## src/rtl/ahb2_mem_arbiter.sv

```systemverilog
// Round-robin arbiter for two native requesters sharing one AHB2 memory slave.
// Pipelines address and data phases and routes read data / errors to the owner.
module ahb2_mem_arbiter #(
  parameter int ADDR_WIDTH = 18
) (
  input  logic                  clk,
  input  logic                  rst_n,
  input  logic                  req0_i,
  input  logic                  req1_i,
  input  logic                  we0_i,
  input  logic                  we1_i,
  input  logic [ADDR_WIDTH-1:0] addr0_i,
  input  logic [ADDR_WIDTH-1:0] addr1_i,
  input  logic [31:0]           wdata0_i,
  input  logic [31:0]           wdata1_i,
  output logic                  gnt0_o,
  output logic                  gnt1_o,
  output logic                  rvalid0_o,
  output logic                  rvalid1_o,
  output logic [31:0]           rdata0_o,
  output logic [31:0]           rdata1_o,
  output logic                  err0_o,
  output logic                  err1_o,
  output logic                  hsel_o,
  output logic [1:0]            htrans_o,
  output logic [ADDR_WIDTH+1:0] haddr_o,
  output logic                  hwrite_o,
  output logic [2:0]            hsize_o,
  output logic [31:0]           hwdata_o,
  output logic                  hreadyi_o,
  input  logic [31:0]           hrdata_i,
  input  logic                  hreadyo_i,
  input  logic                  hresp_i
);

  localparam logic [1:0] HTRANS_IDLE   = 2'b00;
  localparam logic [1:0] HTRANS_NONSEQ = 2'b10;

  logic        rrLast_q, rrLast_d;
  logic        pendValid_q, pendValid_d;
  logic        pendOwner_q, pendOwner_d;
  logic        dpValid_q, dpValid_d;
  logic        dpOwner_q, dpOwner_d;
  logic        dpWrite_q, dpWrite_d;
  logic [31:0] hwdata_q, hwdata_d;

  logic                  ownerValid;
  logic                  owner;
  logic                  ownerWe;
  logic [ADDR_WIDTH-1:0] ownerAddr;
  logic [31:0]           ownerWdata;
  logic                  accept;
  logic                  complete;
  logic                  readOk;

  always_ff @(posedge clk) begin
    if (!rst_n) begin
      rrLast_q    <= 1'b1;
      pendValid_q <= 1'b0;
      pendOwner_q <= 1'b0;
      dpValid_q   <= 1'b0;
      dpOwner_q   <= 1'b0;
      dpWrite_q   <= 1'b0;
      hwdata_q    <= '0;
    end else begin
      rrLast_q    <= rrLast_d;
      pendValid_q <= pendValid_d;
      pendOwner_q <= pendOwner_d;
      dpValid_q   <= dpValid_d;
      dpOwner_q   <= dpOwner_d;
      dpWrite_q   <= dpWrite_d;
      hwdata_q    <= hwdata_d;
    end
  end

  // A stalled address phase keeps its owner so the bus stays stable across wait states.
  always_comb begin
    ownerValid = 1'b0;
    owner      = 1'b0;
    if (rst_n) begin
      if (pendValid_q) begin
        ownerValid = 1'b1;
        owner      = pendOwner_q;
      end else if (req0_i && req1_i) begin
        ownerValid = 1'b1;
        owner      = ~rrLast_q;
      end else if (req0_i) begin
        ownerValid = 1'b1;
        owner      = 1'b0;
      end else if (req1_i) begin
        ownerValid = 1'b1;
        owner      = 1'b1;
      end
    end
    ownerWe    = owner ? we1_i    : we0_i;
    ownerAddr  = owner ? addr1_i  : addr0_i;
    ownerWdata = owner ? wdata1_i : wdata0_i;
  end

  assign accept   = ownerValid & hreadyo_i;
  assign complete = rst_n & dpValid_q & hreadyo_i;

  always_comb begin
    rrLast_d    = rrLast_q;
    pendValid_d = pendValid_q;
    pendOwner_d = pendOwner_q;
    dpValid_d   = dpValid_q;
    dpOwner_d   = dpOwner_q;
    dpWrite_d   = dpWrite_q;
    hwdata_d    = hwdata_q;
    if (accept) begin
      rrLast_d    = owner;
      pendValid_d = 1'b0;
      dpValid_d   = 1'b1;
      dpOwner_d   = owner;
      dpWrite_d   = ownerWe;
      if (ownerWe) begin
        hwdata_d = ownerWdata;
      end
    end else if (ownerValid && !hreadyo_i) begin
      pendValid_d = 1'b1;
      pendOwner_d = owner;
    end else if (!ownerValid && hreadyo_i) begin
      dpValid_d = 1'b0;
    end
  end

  // An errored read reports err only; rvalid is reserved for good read data.
  always_comb begin
    readOk    = complete & ~dpWrite_q & ~hresp_i;
    gnt0_o    = accept & ~owner;
    gnt1_o    = accept & owner;
    rvalid0_o = readOk & ~dpOwner_q;
    rvalid1_o = readOk & dpOwner_q;
    rdata0_o  = rvalid0_o ? hrdata_i : 32'h0;
    rdata1_o  = rvalid1_o ? hrdata_i : 32'h0;
    err0_o    = complete & hresp_i & ~dpOwner_q;
    err1_o    = complete & hresp_i & dpOwner_q;
    hsel_o    = 1'b1;
    htrans_o  = ownerValid ? HTRANS_NONSEQ : HTRANS_IDLE;
    haddr_o   = ownerValid ? {2'b00, ownerAddr} : '0;
    hwrite_o  = ownerValid & ownerWe;
    hsize_o   = 3'b010;
    hwdata_o  = hwdata_q;
    hreadyi_o = hreadyo_i;
  end

endmodule
```

## config.mk

```make
export PLATFORM = sky130hd
export DESIGN_NAME = ahb2_mem_arbiter
export DESIGN_NICKNAME = d
export VERILOG_FILES = /design/src/rtl/ahb2_mem_arbiter.sv
export SDC_FILE = /design/constraint.sdc
export NUM_CORES = 1
export LEC_CHECK = 0
export CAP_MARGIN = 10
export CORE_AREA = 2 2 106 108
export DETAILED_ROUTE_END_ITERATION = 8
export DIE_AREA = 0 0 108 110
export GPL_TIMING_DRIVEN = 1
export HOLD_SLACK_MARGIN = 0.05
export PLACE_DENSITY = 0.79
export SYNTH_ARGS = -nofsm -noshare
export SYNTH_HDL_FRONTEND = slang
export SYNTH_SLANG_ARGS = --single-unit
export TNS_END_PERCENT = 5
```

## constraint.sdc

```tcl
create_clock -name clk -period 1.7 [get_ports clk]
set_input_delay 0.34 -clock clk [delete_from_list [all_inputs] [get_ports clk]]
set_output_delay 0.34 -clock clk [all_outputs]
set_load 0.01 [all_outputs]
```

**Word-level counts from Yosys, hierarchy flattened**

Cells that the tools add are included.

- Register bits: 38
- Input port bits: 140

- Equal/unequal tests: 1
- Multiplexer cells: 19
- Bitwise gates (word level): 20
- Reductions and logical operators: 10

Operator list:

| cell | number |
|---|---|
| $mux W32 | 3 |
| $mux W18 | 2 |
| $and A1 B1 Y1 | 13 |
| $mux W1 | 13 |
| $not A1 Y1 | 7 |
| $reduce_and A2 Y1 | 3 |
| $logic_and A1 B1 Y1 | 3 |
| $logic_not A1 Y1 | 2 |
| $mux W2 | 1 |
| $ne A2 B2 Y1 const B | 1 |
| $reduce_bool A2 Y1 | 1 |
| $reduce_or A2 Y1 | 1 |

**Depth between registers and ports, before layout**

- Word-level depth: 10
- Depth in mapped cells: 7

**Worst setup path after synthesis**

OpenSTA, ideal clock, no wires.

- Kind: input -> output
- From: in req1_i
- To: out haddr_o[10]
- Arrival time: 1.400 ns
- Data required time: 1.360 ns
- Slack: -0.040 ns
- Cell stages on the path: 7
- Cells stage by stage: a21bo_1 -> o21ai_2 -> and2_1 -> buf_4 -> buf_2 -> nand2_1 -> a21oi_1

- Cells in the longest elaborated chain, start to end: 7

RTL lines:

| item | RTL line | RTL |
|---|---|---|
| from (decl) | 9 | `input logic req1_i,` |
| $mux W1 | 90 | `end else if (req1_i) begin` |
| $mux W1 | 87 | `end else if (req0_i) begin` |
| $mux W1 | 84 | `end else if (req0_i && req1_i) begin` |
| $mux W1 | 81 | `if (pendValid_q) begin` |
| $mux W1 | 80 | `if (rst_n) begin` |
| $mux W18 | 96 | `ownerAddr = owner ? addr1_i : addr0_i;` |
| $mux W18 (*) | 141 | `haddr_o = ownerValid ? {2'b00, ownerAddr} : '0;` |
| to (decl) | 26 | `output logic [ADDR_WIDTH+1:0] haddr_o,` |

Mark *: on every way between the ends. The rest lies on a longest branch, timed or not.

**Worst setup path in the final report**

- From: reg dpOwner_q
- To: out rdata1_o[22]

- Cells in the longest elaborated chain, start to end: 2

RTL lines:

| item | RTL line | RTL |
|---|---|---|
| from (decl) | 43 | `logic dpOwner_q, dpOwner_d;` |
| from (signal assigned) | 70 | `dpOwner_q <= dpOwner_d;` |
| $and A1 B1 Y1 | 134 | `rvalid1_o = readOk & dpOwner_q;` |
| $mux W32 | 136 | `rdata1_o = rvalid1_o ? hrdata_i : 32'h0;` |
| to (decl) | 21 | `output logic [31:0] rdata1_o,` |

Every way passes these cells.

==> reports/results.txt <==
status = complete, but fails checks
failing checks = negative setup slack
Leak = 2.430 nW
CTS tree = yes
Die Span Y = 110 um
HP Class = flip-flop to flip-flop
Placeable Area = 10700 um^2
Cells after Synth = 362
WP buf/inv = 6
Place WS = -0.8968 ns
total CTS buffers = 5
Rows = 38
gr usage total = 18.26%
Cell Chain, Critical Path = inv_4 > nor4_4 > buf_4 > buf_12 > buf_16 > buf_8 > and2_4 > buf_6
sequential share of the synthesized area = 31.05%
die span in x = 108 um
First DRT Iteration DRCs = 167
top cells by area, synth = dfxtp_1, and2_1, nand2_1
Syn Area/Cell = 6.768 um^2
clock tree root driver cell = clkbuf_8
CP required = 1.36 ns
crit end category = output pin
synth cell count leaders = nand2_1, and2_1, dfxtp_1, a31oi_1, o21ai_1
# hold bufs at CTS = 0
number of synthesized flops with an enable pin = 0
Yosys reg bits = 38
clock sink total = 38
synth unique cells = 26
Syn-to-layout area delta = 131.7%
DRT antenna net count = 0
WHS = 0.5011 ns
RSZ-0062 raised after global routing = yes
layout cells sized above 1 = 29.42%
Cell Pwr Density = 475.7 nW/um^2
part of the cycle the worst path needs = 118.9%
synthesized area = 2450 um^2
die area = 11880 um^2
Peak VDD IR = 0.3753 mV
fmax = 494.6 MHz
highest routed metal layer = met4
Arr. time, crit path = 1.68 ns
largest net degree at the start of global routing = 56
Detail Placement HPWL = 8544 um
Vias/cell = 4.587
Inserted Diodes = 0
met3 WL = 1236 um
clk_lat worst skew = 0.29 ns
max-cap viol count = 0
Largest delay share family, worst path = buffers and inverters
worst-path maximum fanout = 5
Slew Limit Fails = 0
DRT met1 WL = 4341 um
leading area contributor after synthesis = dfxtp_1
drt first pass iters = 4
startpoint types = flip-flop
global-route wire length before repair = 17200 um
Starting Density = 22.90%
Final Hold Viols = 0
Ports = 270
CTS H-tree lvls = 2
Syn. warnings = 0
initial antenna violation count = 0
CP max stage delay = 0.38 ns
clock skew = 0.005877 ns
Primary FF master, synth = dfxtp_1
CTS clk-pin slew, worst paths = 0.07 ns
Overflow after GRT = 0
Final Util = 53.05%
number of global-route vias before repair = 3324
top cell type's share of synthesized area = 31.05%
final WL = 11770 um
DP Area = 5344 um^2
setup ws final = -0.3218 ns
Remaining DRCs = 0
Async SR Flop Fraction = 0%
Routed wire per std cell = 15.10 um
GPL Wtd Cong = 0.9126
Clock Path Buffers = 2
top-count cell post-synth = nand2_1
Port Buf Inserts = 262
Routed met2 length = 5894 um
Worst path slowest cell = dfxtp_4
critical path type = flip-flop to output pin
Final setup viols = 114
routed vias = 3573
Final #Nets = 778
Period minus WS final = 2.022 ns
fin area = 5675 um^2
## routing by layer
layer | GRT usage [%] | vias to the layer above
met5 | 0 | -
li1 | - | 1738
met2 | 33.24 | 183
met1 | 19.70 | 1633
met4 | 6.410 | 0
met3 | 6.290 | 19
## per-stage QoR
| step | TNS, ns | cells | total power [W] |
|---|---|---|---|
| after global placement | -83.27 | 754 | 0.001888 |
| after detailed placement | -87.13 | 754 | 0.001904 |
| final | -19.31 | 779 | 0.002700 |
| after global routing | -31.43 | 779 | 0.002840 |
| after CTS | -26.29 | 773 | 0.002696 |
| after floorplan | -0.008791 | 367 | 0.001309 |
## cells by family after synthesis
logic type             synth area share, %
AOI/OAI and AO/OA                    20.89
buffers and inverters                10.83
DFF                                  31.05
muxes                               0.4086
other                               0.3065
and+or+nand+nor                      36.52
## cells in the final DEF (no fill, tap or decap), types with 4 or more instances in the layout
cell type | synthesis | routed
a21oi_1 | 22 | 7
buf_12 | 0 | 7
clkdlybuf4s50_1 | 0 | 166
buf_4 | 14 | 23
clkdlybuf4s15_2 | 0 | 31
dfxtp_1 | 38 | 34
and2_4 | 0 | 7
clkbuf_8 | 0 | 5
nor2_1 | 5 | 4
nand2_2 | 1 | 10
buf_2 | 5 | 46
and2_1 | 65 | 58
a21oi_2 | 0 | 15
nand2_1 | 107 | 93
nand2_4 | 0 | 4
a31oi_1 | 32 | 32
o21ai_0 | 9 | 6
dlygate4sd2_1 | 0 | 6
buf_16 | 0 | 4
o21ai_1 | 26 | 29
conb_1 | 2 | 7
buf_6 | 6 | 15
## where the power goes
| group | switching [W] | total [W] | internal (W) | leakage [nW] |
|---|---|---|---|---|
| combinational | 0.000384 | 0.000960 | 0.000575 | 2.07 |
| clock | 0.000322 | 0.000760 | 0.000438 | 0.0514 |
| sequential | 0.0000346 | 0.000980 | 0.000946 | 0.312 |
## worst reg2reg max path: stages (launching register included)
cell     delay, ns
dfxtp_2       0.33
a21bo_1       0.17
o21ai_2       0.14
buf_4         0.17
buf_6         0.11
mux2i_4       0.25
buf_12        0.26
o21ai_1       0.12
a31oi_1       0.15
## cell type report
class	count	area, um^2
Fill cell	987	5022
Timing Repair Buffer	304	2973
Multi-Input combinational cell	286	1635
Sequential cell	38	768.2
Tap cell	140	175.2
Clock buffer	6	72.57
Clock inverter	2	37.54
Inverter	3	13.76
## final timing paths
kind / start / to / slack (ns) / cells after the start
worst min-delay path: pendOwner_q$_SDFFE_PN0P_ / pendOwner_q$_SDFFE_PN0P_ / 0.50 / 2
worst max-delay path: dpOwner_q$_SDFFE_PN0P_ / rdata1_o[22] / -0.32 / 8
worst max register to register: rrLast_q$_SDFFE_PN1P_ / hwdata_o[7]$_SDFFE_PN0P_ / -0.07 / 8
worst min register to register: pendOwner_q$_SDFFE_PN0P_ / pendOwner_q$_SDFFE_PN0P_ / 0.50 / 2
## repair_timing
action | CTS | global route
resized for setup | 361 | 43
pin swaps | 22 | 14
setup buffers | 6 | 7
setup endpoints to repair | 124 | 125
gates cloned | 5 | 2
## flip-flops by register name, summed over array words and instances (netlist names)
signal,cells
hwdata_o,32
dpOwner_q,1
dpValid_q,1
dpWrite_q,1
pendOwner_q,1
pendValid_q,1
rrLast_q,1
Note: power is estimated with default switching activity, not from simulation.
